===== src/rtl/rca_seq_arbiter_if.sv =====
// Request/response bundle for rca_seq_arbiter: two operand requesters and one result consumer.
interface rca_seq_arbiter_if #(
    parameter int W = 16
);
    logic         req0_valid;
    logic         req0_ready;
    logic [W-1:0] req0_a;
    logic [W-1:0] req0_b;
    logic         req0_cin;
    logic         req1_valid;
    logic         req1_ready;
    logic [W-1:0] req1_a;
    logic [W-1:0] req1_b;
    logic         req1_cin;
    logic         rsp_valid;
    logic         rsp_ready;
    logic         rsp_id;
    logic [W-1:0] rsp_sum;
    logic         rsp_cout;

    modport master (
        output req0_valid, req0_a, req0_b, req0_cin,
        input  req0_ready,
        output req1_valid, req1_a, req1_b, req1_cin,
        input  req1_ready,
        input  rsp_valid, rsp_id, rsp_sum, rsp_cout,
        output rsp_ready
    );

    modport slave (
        input  req0_valid, req0_a, req0_b, req0_cin,
        output req0_ready,
        input  req1_valid, req1_a, req1_b, req1_cin,
        output req1_ready,
        output rsp_valid, rsp_id, rsp_sum, rsp_cout,
        input  rsp_ready
    );
endinterface


===== src/rtl/rca_seq_arbiter.sv =====
// Two requesters time-share one 4-bit ripple-carry adder slice; W-bit sums are built
// nibble by nibble with the carry chained through a register.
module rca4 (
    input  logic [3:0] a,
    input  logic [3:0] b,
    input  logic       cin,
    output logic [3:0] sum,
    output logic       carry
);
    logic [4:0] c;

    always_comb begin
        c    = '0;
        sum  = '0;
        c[0] = cin;
        for (int unsigned i = 0; i < 4; i++) begin
            sum[i]   = a[i] ^ b[i] ^ c[i];
            c[i + 1] = (a[i] & b[i]) | (c[i] & (a[i] ^ b[i]));
        end
        carry = c[4];
    end
endmodule

module rca_seq_arbiter #(
    parameter int W = 16
) (
    input logic          clk,
    input logic          rst_n,
    rca_seq_arbiter_if.slave bus
);
    localparam int NSLICE = W / 4;
    localparam int KW     = (NSLICE > 1) ? $clog2(NSLICE) : 1;

    typedef enum logic [1:0] {
        IDLE,
        ADD,
        RESP
    } state_t;

    state_t        state;
    state_t        state_nx;
    logic          last_grant;
    logic [W-1:0]  op_a;
    logic [W-1:0]  op_b;
    logic [W-1:0]  sum_reg;
    logic          carry_reg;
    logic          id_reg;
    logic [KW-1:0] k;

    logic          grant0;
    logic          grant1;
    logic          accept;
    logic          last_slice;
    logic [3:0]    sl_a;
    logic [3:0]    sl_b;
    logic [3:0]    sl_sum;
    logic          sl_carry;

    // On a tie the requester that did not win last time goes first.
    assign grant1     = bus.req1_valid && (!bus.req0_valid || !last_grant);
    assign grant0     = bus.req0_valid && !grant1;
    assign accept     = (state == IDLE) && (grant0 || grant1);
    assign last_slice = (k == KW'(NSLICE - 1));

    assign sl_a = op_a[{k, 2'b00} +: 4];
    assign sl_b = op_b[{k, 2'b00} +: 4];

    rca4 u_rca (
        .a    (sl_a),
        .b    (sl_b),
        .cin  (carry_reg),
        .sum  (sl_sum),
        .carry(sl_carry)
    );

    always_ff @(posedge clk or negedge rst_n) begin
        if (!rst_n) begin
            state <= IDLE;
        end else begin
            state <= state_nx;
        end
    end

    always_comb begin
        state_nx       = state;
        bus.req0_ready = 1'b0;
        bus.req1_ready = 1'b0;
        bus.rsp_valid  = 1'b0;
        case (state)
            IDLE: begin
                bus.req0_ready = rst_n && grant0;
                bus.req1_ready = rst_n && grant1;
                if (accept) begin
                    state_nx = ADD;
                end
            end
            ADD: begin
                if (last_slice) begin
                    state_nx = RESP;
                end
            end
            RESP: begin
                bus.rsp_valid = 1'b1;
                if (bus.rsp_ready) begin
                    state_nx = IDLE;
                end
            end
            default: state_nx = IDLE;
        endcase
    end

    always_ff @(posedge clk or negedge rst_n) begin
        if (!rst_n) begin
            last_grant <= 1'b1;
            op_a       <= '0;
            op_b       <= '0;
            sum_reg    <= '0;
            carry_reg  <= 1'b0;
            id_reg     <= 1'b0;
            k          <= '0;
        end else if (accept) begin
            op_a       <= grant1 ? bus.req1_a   : bus.req0_a;
            op_b       <= grant1 ? bus.req1_b   : bus.req0_b;
            carry_reg  <= grant1 ? bus.req1_cin : bus.req0_cin;
            id_reg     <= grant1;
            last_grant <= grant1;
            k          <= '0;
        end else if (state == ADD) begin
            sum_reg[{k, 2'b00} +: 4] <= sl_sum;
            carry_reg                <= sl_carry;
            k                        <= k + 1'b1;
        end
    end

    assign bus.rsp_sum  = sum_reg;
    assign bus.rsp_cout = carry_reg;
    assign bus.rsp_id   = id_reg;
endmodule


===== src/flat_wrapper.sv =====
// flat-port wrapper written by rule: the top's interface ports become plain ports
module rca_seq_arbiter_flat 
#(
    parameter int W = 16
)
  (clk, rst_n, bus_req0_valid, bus_req0_a, bus_req0_b, bus_req0_cin, bus_req0_ready, bus_req1_valid, bus_req1_a, bus_req1_b, bus_req1_cin, bus_req1_ready, bus_rsp_valid, bus_rsp_id, bus_rsp_sum, bus_rsp_cout, bus_rsp_ready);
  rca_seq_arbiter_if #(.W(W)) bus_i ();
  input logic clk;
  input logic rst_n;
  input wire logic [$bits(bus_i.req0_valid)-1:0] bus_req0_valid;
  input wire logic [$bits(bus_i.req0_a)-1:0] bus_req0_a;
  input wire logic [$bits(bus_i.req0_b)-1:0] bus_req0_b;
  input wire logic [$bits(bus_i.req0_cin)-1:0] bus_req0_cin;
  output wire logic [$bits(bus_i.req0_ready)-1:0] bus_req0_ready;
  input wire logic [$bits(bus_i.req1_valid)-1:0] bus_req1_valid;
  input wire logic [$bits(bus_i.req1_a)-1:0] bus_req1_a;
  input wire logic [$bits(bus_i.req1_b)-1:0] bus_req1_b;
  input wire logic [$bits(bus_i.req1_cin)-1:0] bus_req1_cin;
  output wire logic [$bits(bus_i.req1_ready)-1:0] bus_req1_ready;
  output wire logic [$bits(bus_i.rsp_valid)-1:0] bus_rsp_valid;
  output wire logic [$bits(bus_i.rsp_id)-1:0] bus_rsp_id;
  output wire logic [$bits(bus_i.rsp_sum)-1:0] bus_rsp_sum;
  output wire logic [$bits(bus_i.rsp_cout)-1:0] bus_rsp_cout;
  input wire logic [$bits(bus_i.rsp_ready)-1:0] bus_rsp_ready;
  assign bus_i.req0_valid = bus_req0_valid;
  assign bus_i.req0_a = bus_req0_a;
  assign bus_i.req0_b = bus_req0_b;
  assign bus_i.req0_cin = bus_req0_cin;
  assign bus_req0_ready = bus_i.req0_ready;
  assign bus_i.req1_valid = bus_req1_valid;
  assign bus_i.req1_a = bus_req1_a;
  assign bus_i.req1_b = bus_req1_b;
  assign bus_i.req1_cin = bus_req1_cin;
  assign bus_req1_ready = bus_i.req1_ready;
  assign bus_rsp_valid = bus_i.rsp_valid;
  assign bus_rsp_id = bus_i.rsp_id;
  assign bus_rsp_sum = bus_i.rsp_sum;
  assign bus_rsp_cout = bus_i.rsp_cout;
  assign bus_i.rsp_ready = bus_rsp_ready;
  rca_seq_arbiter #(.W(W)) u_core (.clk(clk), .rst_n(rst_n), .bus(bus_i));
endmodule

===== config.mk =====
export PLATFORM = sky130hd
export DESIGN_NAME = rca_seq_arbiter_flat
export DESIGN_NICKNAME = d
export VERILOG_FILES = /design/src/rtl/rca_seq_arbiter_if.sv /design/src/rtl/rca_seq_arbiter.sv /design/src/flat_wrapper.sv
export SDC_FILE = /design/constraint.sdc
export NUM_CORES = 1
export LEC_CHECK = 0
export CORE_MARGIN = 2
export CORE_UTILIZATION = 43
export CTS_CLUSTER_DIAMETER = 100
export DETAILED_ROUTE_END_ITERATION = 7
export GPL_TIMING_DRIVEN = 0
export HOLD_SLACK_MARGIN = 0.05
export PLACE_DENSITY = 0.89
export SYNTH_ARGS = -nofsm -noshare
export SYNTH_HDL_FRONTEND = slang
export SYNTH_SLANG_ARGS = --single-unit

===== constraint.sdc =====
create_clock -name clk -period 2.8 [get_ports clk]
set_input_delay 0.28 -clock clk [delete_from_list [all_inputs] [get_ports clk]]
set_output_delay 0.28 -clock clk [all_outputs]
set_load 0.05 [all_outputs]

Word-level counts from Yosys, hierarchy flattened

Index checks and enable logic that the tools add are counted.

$add $sub $neg: 2
Equal/unequal tests: 6
Shift operators: 4
Multiplexer cells: 15
Bitwise gates (word level): 21
Reduce and logical (&&, ||, !) cells: 14

Operator list:

| cell                     | number |
|---|---|
| $mux W16                 | 2 |
| $shiftx A16 B5 Y4        | 2 |
| $bwmux W16               | 1 |
| $shift A4 B6 Y16 const A | 1 |
| $shiftx A4 B6 Y16        | 1 |
| $mux W2                  | 5 |
| $and A1 B1 Y1            | 8 |
| $xor A1 B1 Y1            | 8 |
| $mux W1                  | 6 |
| $neg A4 Y6               | 1 |
| $pmux W2 S3              | 1 |
| $logic_and A1 B1 Y1      | 5 |
| $eq A2 B2 Y1 const B     | 2 |
| $ne A2 B1 Y1 const B     | 2 |
| $or A1 B1 Y1             | 4 |
| $logic_not A1 Y1         | 3 |
| $reduce_and A3 Y1        | 1 |
| $add A2 B1 Y2 const B    | 1 |
| $eq A2 B1 Y1 const B     | 1 |
| $logic_not A2 Y1         | 1 |
| $logic_or A1 B1 Y1       | 2 |
| $ne A2 B2 Y1 const B     | 1 |
| $reduce_and A2 Y1        | 1 |
| $reduce_bool A2 Y1       | 1 |
| $not A1 Y1               | 1 |

Register bits after elaboration: 55
Input port bits: 71
Output and inout bits: 21

Logic depth before layout (Yosys ltp)

Gate-level depths: netlist (run 1).

Depth after elaboration: 12
Gate-level depth with buffers: 11
Depth with buffers taken out: 9

By module

A second synthesis (run 1) with hierarchy kept.

Cells, all modules: 288
Area total of the unflattened synthesis: 2876.5 sq um

By module, submodules not included:

| module          | times used | cells an instance | area an instance (sq um) | seq. area each (sq um) |
|---|---|---|---|---|
| rca_seq_arbiter | 1          | 274               | 2758.9                   | 1377.6 |
| rca4            | 1          | 14                | 117.6                    | 0.0 |

Worst setup path after synthesis (run 1)

Ideal clock, no wire load.

Kind: reg-to-reg
Start: register u_core.k[0]
End: register u_core.sum_reg[11], in the netlist u_core.bus.rsp_sum[11]
Arrival: 2830 ps
Required time: 2679 ps
Slack: -151 ps
Cell stages (with the launch flop): 11
Buffers on the path: 2
Path through: dfrtp_1 -> buf_2 -> buf_2 -> mux4_2 -> fa_1 -> inv_1 -> fa_1 -> fa_1 -> inv_1 -> fa_1 -> a22o_1

Word-level cells in the longest chain between the ends: 11

RTL lines:

| item                                        | RTL line                                     | text |
|---|---|---|
| start: declaration                          | rca_seq_arbiter.sv:48                        | `logic [KW-1:0] k;` |
| start signal: assignment                    | rca_seq_arbiter.sv:131                       | `k <= k + 1'b1;` |
| $shiftx A16 B5 Y4, on equally long branches | rca_seq_arbiter.sv:65, rca_seq_arbiter.sv:66 |  |
| $xor A1 B1 Y1                               | rca_seq_arbiter.sv:17, rca_seq_arbiter.sv:18 |  |
| $and A1 B1 Y1                               | rca_seq_arbiter.sv:18                        | `c[i + 1] = (a[i] & b[i]) \| (c[i] & (a[i] ^ b[i]));` |
| $or A1 B1 Y1                                | rca_seq_arbiter.sv:18                        |  |
| $and A1 B1 Y1                               | rca_seq_arbiter.sv:18                        |  |
| $or A1 B1 Y1                                | rca_seq_arbiter.sv:18                        |  |
| $and A1 B1 Y1                               | rca_seq_arbiter.sv:18                        |  |
| $or A1 B1 Y1                                | rca_seq_arbiter.sv:18                        |  |
| $xor A1 B1 Y1                               | rca_seq_arbiter.sv:17                        | `sum[i] = a[i] ^ b[i] ^ c[i];` |
| $shiftx A4 B6 Y16                           | rca_seq_arbiter.sv:129                       | `sum_reg[{k, 2'b00} +: 4] <= sl_sum;` |
| $bwmux W16 *                                | rca_seq_arbiter.sv:129                       |  |
| end signal: indexed assignment              | rca_seq_arbiter.sv:129                       |  |
| end: declaration                            | rca_seq_arbiter.sv:45                        | `logic [W-1:0] sum_reg;` |

Mark *: on every way between the ends. The rest lies on a longest branch, timed or not.
A chain may end at the register's enable or synchronous reset.

Final worst setup path (run 1)

Ends and elaborated chain as after synthesis.

==> Flow_metrics.wiki, run 1 <==
{| class="wikitable"
! Metric !! Value
|-
| Number of setup violations in the final report || 0
|-
| Highest ir drop seen on vdd || 0.0005725 V
|-
| Final hold violations || 0
|-
| Number of H-tree levels || 2
|-
| Placed Area || 0.004179 mm²
|-
| Critical Path Source Type || flop
|-
| Die Span Y || a little under 90 µm
|-
| Leakage component of the power || 1.874 nW
|-
| Share of flip-flops with an asynchronous set or reset after synthesis || 100.0%
|-
| Placed cell count || ~410
|-
| Ant. Diodes || 0
|-
| Unrepaired setup endpoints after global routing || false
|-
| Number of distinct library cell variants in the gate-level netlist after synthesis || 41
|-
| Count of warnings emitted by yosys || 0
|-
| Via count || 2130
|-
| Fin area || 0.004380 mm²
|-
| First-pass GRT wire length || between 10000 and 15000 µm
|-
| Clock transition time at the flip-flop clock pins of the worst setup and hold paths || 100 ps
|-
| Share of the synthesized area in compound gates (AO/OA/AOI/OAI) || between 7 and 8%
|-
| Syn Inst Count || ~210
|-
| Global Route Usage Sum || 18.27%
|-
| Clock root buffer || clkbuf_8
|-
| Placeable core area || 0.007137 mm²
|-
| GPL Wtd Cong || 0.7840
|-
| Cell family with most CP delay || adder cells
|-
| Horizontal die dimension || 89.14 µm
|-
| Status || finished clean
|-
| Main synth FF type || dfrtp_1
|-
| Class of the most critical hold timing path || in -> async
|-
| Layer with the highest usage after global routing || met2
|-
| Drt first-iter violations || 60
|-
| Total congestion overflow || 0
|-
| Latest clock arrival within the worst-skew pair || 310 ps
|-
| Met2 usage || a little under a third
|-
| Maximum number of pins on one net before global-route repair || 37
|-
| Number of rows created at floorplan || 31
|-
| Transition time at the pin with the least slew margin || 888.7 ps
|-
| Maximum fanout along the worst path || 5
|-
| Average size of a mapped cell || between 10 and 15 µm²
|-
| Fin. max-slew vios || 0
|-
| Register area share after synthesis || 44.20%
|-
| Share of cell area taken by muxes after synthesis || 33.44%
|-
| Post-synthesis sequential element count || 55
|-
| Max transition margin || between 40% and 50%
|-
| I/O pin count || between 90 and 100
|-
| Number of global-route vias before repair || 2250
|-
| Max capacitance violation total || 0
|-
| Dominant cell type by count on the critical path || fa_2
|-
| Fraction of met1 tracks used by global routing || 23.58%
|-
| Total die area || between 0.007 and 0.008 mm²
|-
| Required @ worst endpoint || approximately 3000 ps
|-
| Fraction of layout instances using a drive strength above 1 || about a third
|-
| DRC Markers || 0
|-
| Effective utilization at floorplan || between 40 and 50%
|-
| Sink count of the clock tree || 55
|-
| Total iterations of the first detailed-routing run || 4
|-
| Area share of and/or/nand/nor cells after synthesis || 5.781%
|-
| Maximum buffer depth of the clock tree || 2
|-
| Setup TNS after final layout || 0 ps
|-
| Total Power Consumption || roughly 5.0 mW
|-
| Final period utilization || 97.10%
|-
| Library cell contributing the largest single delay on the critical path || mux4_2
|-
| Post-detailed-route wirelength per cell || 15.93 µm
|-
| Area Overhead vs Synth || 40.55%
|-
| Number of buffer and inverter stages on the critical path || 3
|-
| Combinational family with the most area after synthesis || multiplexers
|-
| Skew final || 9.977 ps
|-
| Adder-Cell Fraction of Synth Area || ~5%
|-
| Arrival time worst endpoint || just under 3000 ps
|-
| Setup slack on the worst flop-to-flop path || between 80 and 90 ps
|-
| Final-layout fill cell count || around 590
|-
| Worst path cell trace || buf_12 > mux4_2 > fa_2 > inv_2 > fa_2 > fa_2 > inv_2 > fa_2 > a22o_1
|-
| Total length of routed wires || 6674 µm
|-
| Clock tree from TritonCTS || built
|-
| XOR/XNOR Fraction of Synth Area || 0%
|-
| Synthesized Nets || 295
|-
| Post-synth EDFFs || 0
|-
| Largest stage delay, worst path || 520 ps
|-
| Maximum operating frequency || approximately 370 MHz
|-
| Endpoint kind of the worst setup timing path || flop
|-
| Number of antenna violations at the first check in global routing || 0
|-
| Cell area after technology mapping || 0.003117 mm²
|-
| Detailed-placement wirelength estimate || 5169 µm
|-
| Path type of the worst setup path || reg -> reg
|-
| Cts bufs inserted || 5
|-
| Residual antenna-violating net count after detailed routing || 0
|-
| Fin crit period || about 2700 ps
|-
| Ratio of routed vias to standard cells || a little over 5
|-
| Global-route met3 utilization || 3.139%
|-
| Final instance count without filler cells || 419
|-
| Number of nets in the layout || 400
|-
| Total power per unit cell area || around 1100 mW/mm²
|-
| Total of buffers placed on input and output ports || 91
|}
worst register-to-register path: stages, from the launching register on:
cell and delay [ps]:
dfrtp_1 410, buf_12 140, mux4_2 530, fa_2 380
inv_2 70, fa_2 190, fa_2 190, inv_2 40
fa_2 460, a22o_1 220
where the power goes:
| part | total [mW] | internal [mW] | switching [mW] | leakage (nW) |
|---|---|---|---|---|
| Sequential | 1.41 | 1.16 | 0.252 | 0.679 |
| Clock | 0.610 | 0.357 | 0.253 | 0.0654 |
| Combinational | 2.93 | 1.53 | 1.40 | 1.13 |
Yosys cell counts (2+ instances only):
cell | number | area share (%)
a22o_1 | 10 | 2.8
and3_1 | 2 | 0.40
buf_2 | 2 | 0.32
buf_6 | 5 | 1.8
buf_8 | 2 | 0.96
dfrtp_1 | 54 | 43
fa_1 | 4 | 2.6
ha_1 | 6 | 2.4
inv_1 | 9 | 1.1
mux2_2 | 29 | 10
mux2_4 | 35 | 17
mux4_2 | 8 | 5.8
nand2_1 | 8 | 0.96
nand3_1 | 2 | 0.32
nand3b_2 | 2 | 0.72
nor4b_1 | 2 | 0.56
o21ai_0 | 5 | 0.80
o21ai_1 | 2 | 0.32
o21ai_2 | 2 | 0.56
o2bb2ai_1 | 4 | 1.1
routing by layer:
metal | routed length (µm) | vias to the layer above
met2 | 3419 | 75
met4 | 107 | 0
met1 | 2859 | 1043
met5 | 0 | -
met3 | 288 | 9
li1 | - | 1003
registers in the layout (all words and copies together) (netlist names):
name	count
u_core.bus.rsp_sum	16
u_core.k	2
u_core.bus.rsp_cout	1
u_core.last_grant	1
u_core.op_a	16
u_core.state	2
u_core.op_b	16
u_core.bus.rsp_id	1
stage by stage:
stage	worst slack [ps]	hold WS, ps	utilization [%]
2_1_floorplan	8.133	-15.59	-
3_3_place_gp	-1151	468.5	58.35
3_5_place_dp	-307.5	281.1	58.56
4_1_cts	18.05	493.8	61.27
5_1_grt	0.5462	518.2	61.38
6_report	81.23	480.0	61.38
area by class of cell:
type	instances	area [µm²]	area share, %
Buffer	10	121.4	2.771
Clock buffer	6	72.57	1.657
Clock inverter	2	60.06	1.371
Inverter	9	33.78	0.7712
Multi-Input combinational cell	139	1608	36.70
Sequential cell	55	1378	31.45
Tap cell	99	123.9	2.828
Timing Repair Buffer	99	983.4	22.45
cell usage in the layout, fill, tap and decap left out, drive strengths merged, types with 2 or more instances in the layout:
cell type,count
or4b,2
a22o,10
buf,16
nand3,2
bufinv,2
inv,9
nand2,8
mux2,64
o2bb2ai,4
nor4b,2
o21ai,9
mux4,8
nor2,2
ha,6
dlygate4sd3,2
fa,4
clkbuf,7
nand3b,3
clkdlybuf4s50,90
dfrtp,54
and3,2
logic make-up after synthesis:
logic type                 count (synthesis)
AOI/OAI and AO/OA                         29
adders and majority gates                 10
buffers and inverters                     20
DFF                                       55
muxes                                     73
and+or+nand+nor                           27
worst paths after layout:
check	start	endpoint	cells past startpoint
worst min-delay path	rst_n	u_core.op_a[1]	3
worst min register to register	u_core.bus.rsp_sum[9]	u_core.bus.rsp_sum[9]	2
worst max-delay path	u_core.k[0]	u_core.bus.rsp_sum[11]	9
worst max register to register	u_core.k[0]	u_core.bus.rsp_sum[11]	9
min in group clk	u_core.bus.rsp_sum[9]	u_core.bus.rsp_sum[9]	2
max in group asynchronous	rst_n	u_core.bus.rsp_sum[3]	3
repair_timing:
action / CTS / global route
buffers inserted: 4 / 1
hold buffers: 2 / 0
pin swaps: 1 / 3
setup endpoints to repair: 5 / 4
endpoints found under the hold margin: 21 / 0
resized for setup: 9 / 1
gates cloned: 0 / 0
Power figures use the tool's default switching activity.
==> run 2: changes to the inputs <==
CELL_PAD_IN_SITES_DETAIL_PLACEMENT = 1   (was default)
CELL_PAD_IN_SITES_GLOBAL_PLACEMENT = 1   (was default)
CORE_UTILIZATION = 34   (was 43)
PLACE_DENSITY = 0.88   (was 0.89)
SKIP_CTS_REPAIR_TIMING = 1   (was default)
==> Flow_metrics.wiki, run 2 (same netlist as run 1, synthesis figures left out) <==
{| class="wikitable"
! Metric !! Value
|-
| Clock transition time at the flip-flop clock pins of the worst setup and hold paths || 100 ps (about the same)
|-
| Placeable core area || 0.008806 mm² (+23%)
|-
| Unrepaired setup endpoints after global routing || true
|-
| Clock root buffer || clkbuf_8
|-
| Die Span Y || 99.75 µm (+12%)
|-
| Maximum operating frequency || 347.9 MHz (-5.4%)
|-
| Status || finished with violations
|-
| First-pass GRT wire length || 12490 µm (+14%)
|-
| Worst path cell trace || buf_6 > buf_12 > mux4_2 > fa_2 > inv_2 > fa_2 > fa_2 > inv_2 > fa_2 > a22o_1
|-
| Maximum number of pins on one net before global-route repair || 43 (+16%)
|-
| Arrival time worst endpoint || 3080 ps (+160 ps)
|-
| Clock tree from TritonCTS || built
|-
| Latest clock arrival within the worst-skew pair || 310 ps (about the same)
|-
| Number of H-tree levels || 2 (unchanged)
|-
| GPL Wtd Cong || 0.7579 (-3.3%)
|-
| Class of the most critical hold timing path || in -> async
|-
| Leakage component of the power || 1.895 nW (+1.1%)
|-
| Number of nets in the layout || 405 (+1.3%)
|-
| Critical Path Source Type || flop
|-
| Sink count of the clock tree || 55 (unchanged)
|-
| Total length of routed wires || 7782 µm (+17%)
|-
| Max transition margin || 55.38% (+15 points)
|-
| Global Route Usage Sum || 16.26% (-2.0 points)
|-
| Ratio of routed vias to standard cells || 5.044 (-0.78%)
|-
| Fin crit period || 2874 ps (+155.6 ps)
|-
| Drt first-iter violations || 43 (-28%)
|-
| Transition time at the pin with the least slew margin || 667.2 ps (-221.6 ps)
|-
| Most frequent cells in the layout || clkdlybuf4s50_1, dfrtp_1, mux2_4, mux2_2
|-
| FF-to-FF path depth || 10 (+1)
|-
| Total power per unit cell area || 1136 mW/mm² (+0.39%)
|-
| Final instance count without filler cells || 433 (+3.3%)
|-
| Required @ worst endpoint || 3010 ps (about the same)
|-
| Area Overhead vs Synth || 41.67%
|-
| Cts bufs inserted || 5 (unchanged)
|-
| Post-route setup slack || -74.40 ps (-155.6 ps)
|-
| Effective utilization at floorplan || 35.39% (-8.3 points)
|-
| Final period utilization || 102.7% (+5.6 points)
|-
| Number of antenna violations at the first check in global routing || 0 (unchanged)
|-
| Dominant cell type by count on the critical path || fa_2
|-
| Residual antenna-violating net count after detailed routing || 0 (unchanged)
|-
| DRC Markers || 0 (unchanged)
|-
| Total of buffers placed on input and output ports || 91 (unchanged)
|-
| Skew final || 3.827 ps (-6.150 ps)
|-
| Endpoint kind of the worst setup timing path || flop
|-
| Most common cell after layout, fill and taps aside || clkdlybuf4s50_1
|-
| Fin. max-slew vios || 0 (unchanged)
|-
| I/O pin count || 92 (unchanged)
|-
| Total congestion overflow || 0 (unchanged)
|-
| Ant. Diodes || 0 (unchanged)
|-
| Library cell contributing the largest single delay on the critical path || mux4_2
|-
| Number of buffer and inverter stages on the critical path || 4 (+1)
|-
| Largest stage delay, worst path || 520 ps (about the same)
|-
| Via count || 2184 (+2.5%)
|-
| Fin area || 0.004415 mm² (+0.80%)
|-
| Total Power Consumption || 5.015 mW (+1.2%)
|-
| Path type of the worst setup path || reg -> reg
|-
| Total iterations of the first detailed-routing run || 4 (unchanged)
|-
| Final hold violations || 0 (unchanged)
|-
| Highest ir drop seen on vdd || 0.0004336 V (-24%)
|-
| Placed cell count || 414 (+2.2%)
|-
| Maximum fanout along the worst path || 6 (+1)
|-
| Cell family with most CP delay || adder cells
|-
| Fraction of layout instances using a drive strength above 1 || 36.00% (+1.3 points)
|-
| Placed Area || 0.004190 mm² (+0.27%)
|-
| Number of global-route vias before repair || 2432 (+8.1%)
|-
| Horizontal die dimension || 99.75 µm (+12%)
|-
| Worst slack at placement || -400.4 ps (-92.89 ps)
|-
| Total die area || 0.009949 mm² (+25%)
|-
| Max capacitance violation total || 0 (unchanged)
|-
| Number of cells on the critical path || 10 (+1)
|-
| Violated checks || negative setup slack
|-
| Number of setup violations in the final report || 4 (+4)
|-
| Detailed-placement wirelength estimate || 6069 µm (+17%)
|-
| Post-detailed-route wirelength per cell || 17.97 µm (+13%)
|-
| Share of the core filled with cells || 50.14% (-11 points)
|-
| Maximum buffer depth of the clock tree || 2 (unchanged)
|-
| Number of rows created at floorplan || 34 (+9.7%)
|}
## run 2: cell count changes in the layout (fill, tap and decap cells not counted), sizes merged
cell    previous run  this run
buf               16        21
bufinv             2         1
clkinv             0         1
## run 2: worst register-to-register path: cells and delay by family, from the launching register on
kind | cells | cell delay, ps
AOI/OAI and AO/OA | 1 | 220
adders and majority gates | 4 | 1240
buffers and inverters | 4 | 370
DFF | 1 | 430
muxes | 1 | 520
## run 2: layout make-up
cell class                 instances  area [µm²]
buffer                            11       130.1
clock buffer                       6       82.58
clock inverter                     2       35.03
fill                             905        4390
inverter                           9       33.78
multi-input combinational        139        1608
sequential                        55        1378
tap                              108       135.1
timing repair buffer             103        1013
## run 2: power breakdown
part           internal [mW]  switching, mW  leakage [nW]
Sequential              1.16          0.259         0.679
Combinational           1.57           1.47          1.16
Clock                  0.290          0.264        0.0612
Total                   3.02           1.99          1.90
## run 2: per-layer routing
layer,track usage (%),routed length (µm)
met1,19.72,3257
met2,28.69,4094
met3,3.584,330
met4,5.269,100
met5,0,0
## run 2: worst paths after layout
| check | from | end | slack (ps) |
|---|---|---|---|
| min reg2reg | u_core.bus.rsp_sum[9] | u_core.bus.rsp_sum[9] | 490 |
| max in group asynchronous | rst_n | u_core.bus.rsp_sum[2] | 1260 |
| max reg2reg | u_core.k[0] | u_core.bus.rsp_sum[15] | -70 |
| max | u_core.k[0] | u_core.bus.rsp_sum[15] | -70 |
| min | rst_n | u_core.op_a[2] | 490 |
| min in group clk | u_core.bus.rsp_sum[9] | u_core.bus.rsp_sum[9] | 490 |
## run 2: through the flow
step	hold slack, ps	TNS [ps]
after global placement	469.8	-14040
after floorplan	-15.59	0
after global routing	512.5	-570.3
final	486.7	-280.4
after CTS	-118.5	-1907
after detailed placement	227.7	-1763
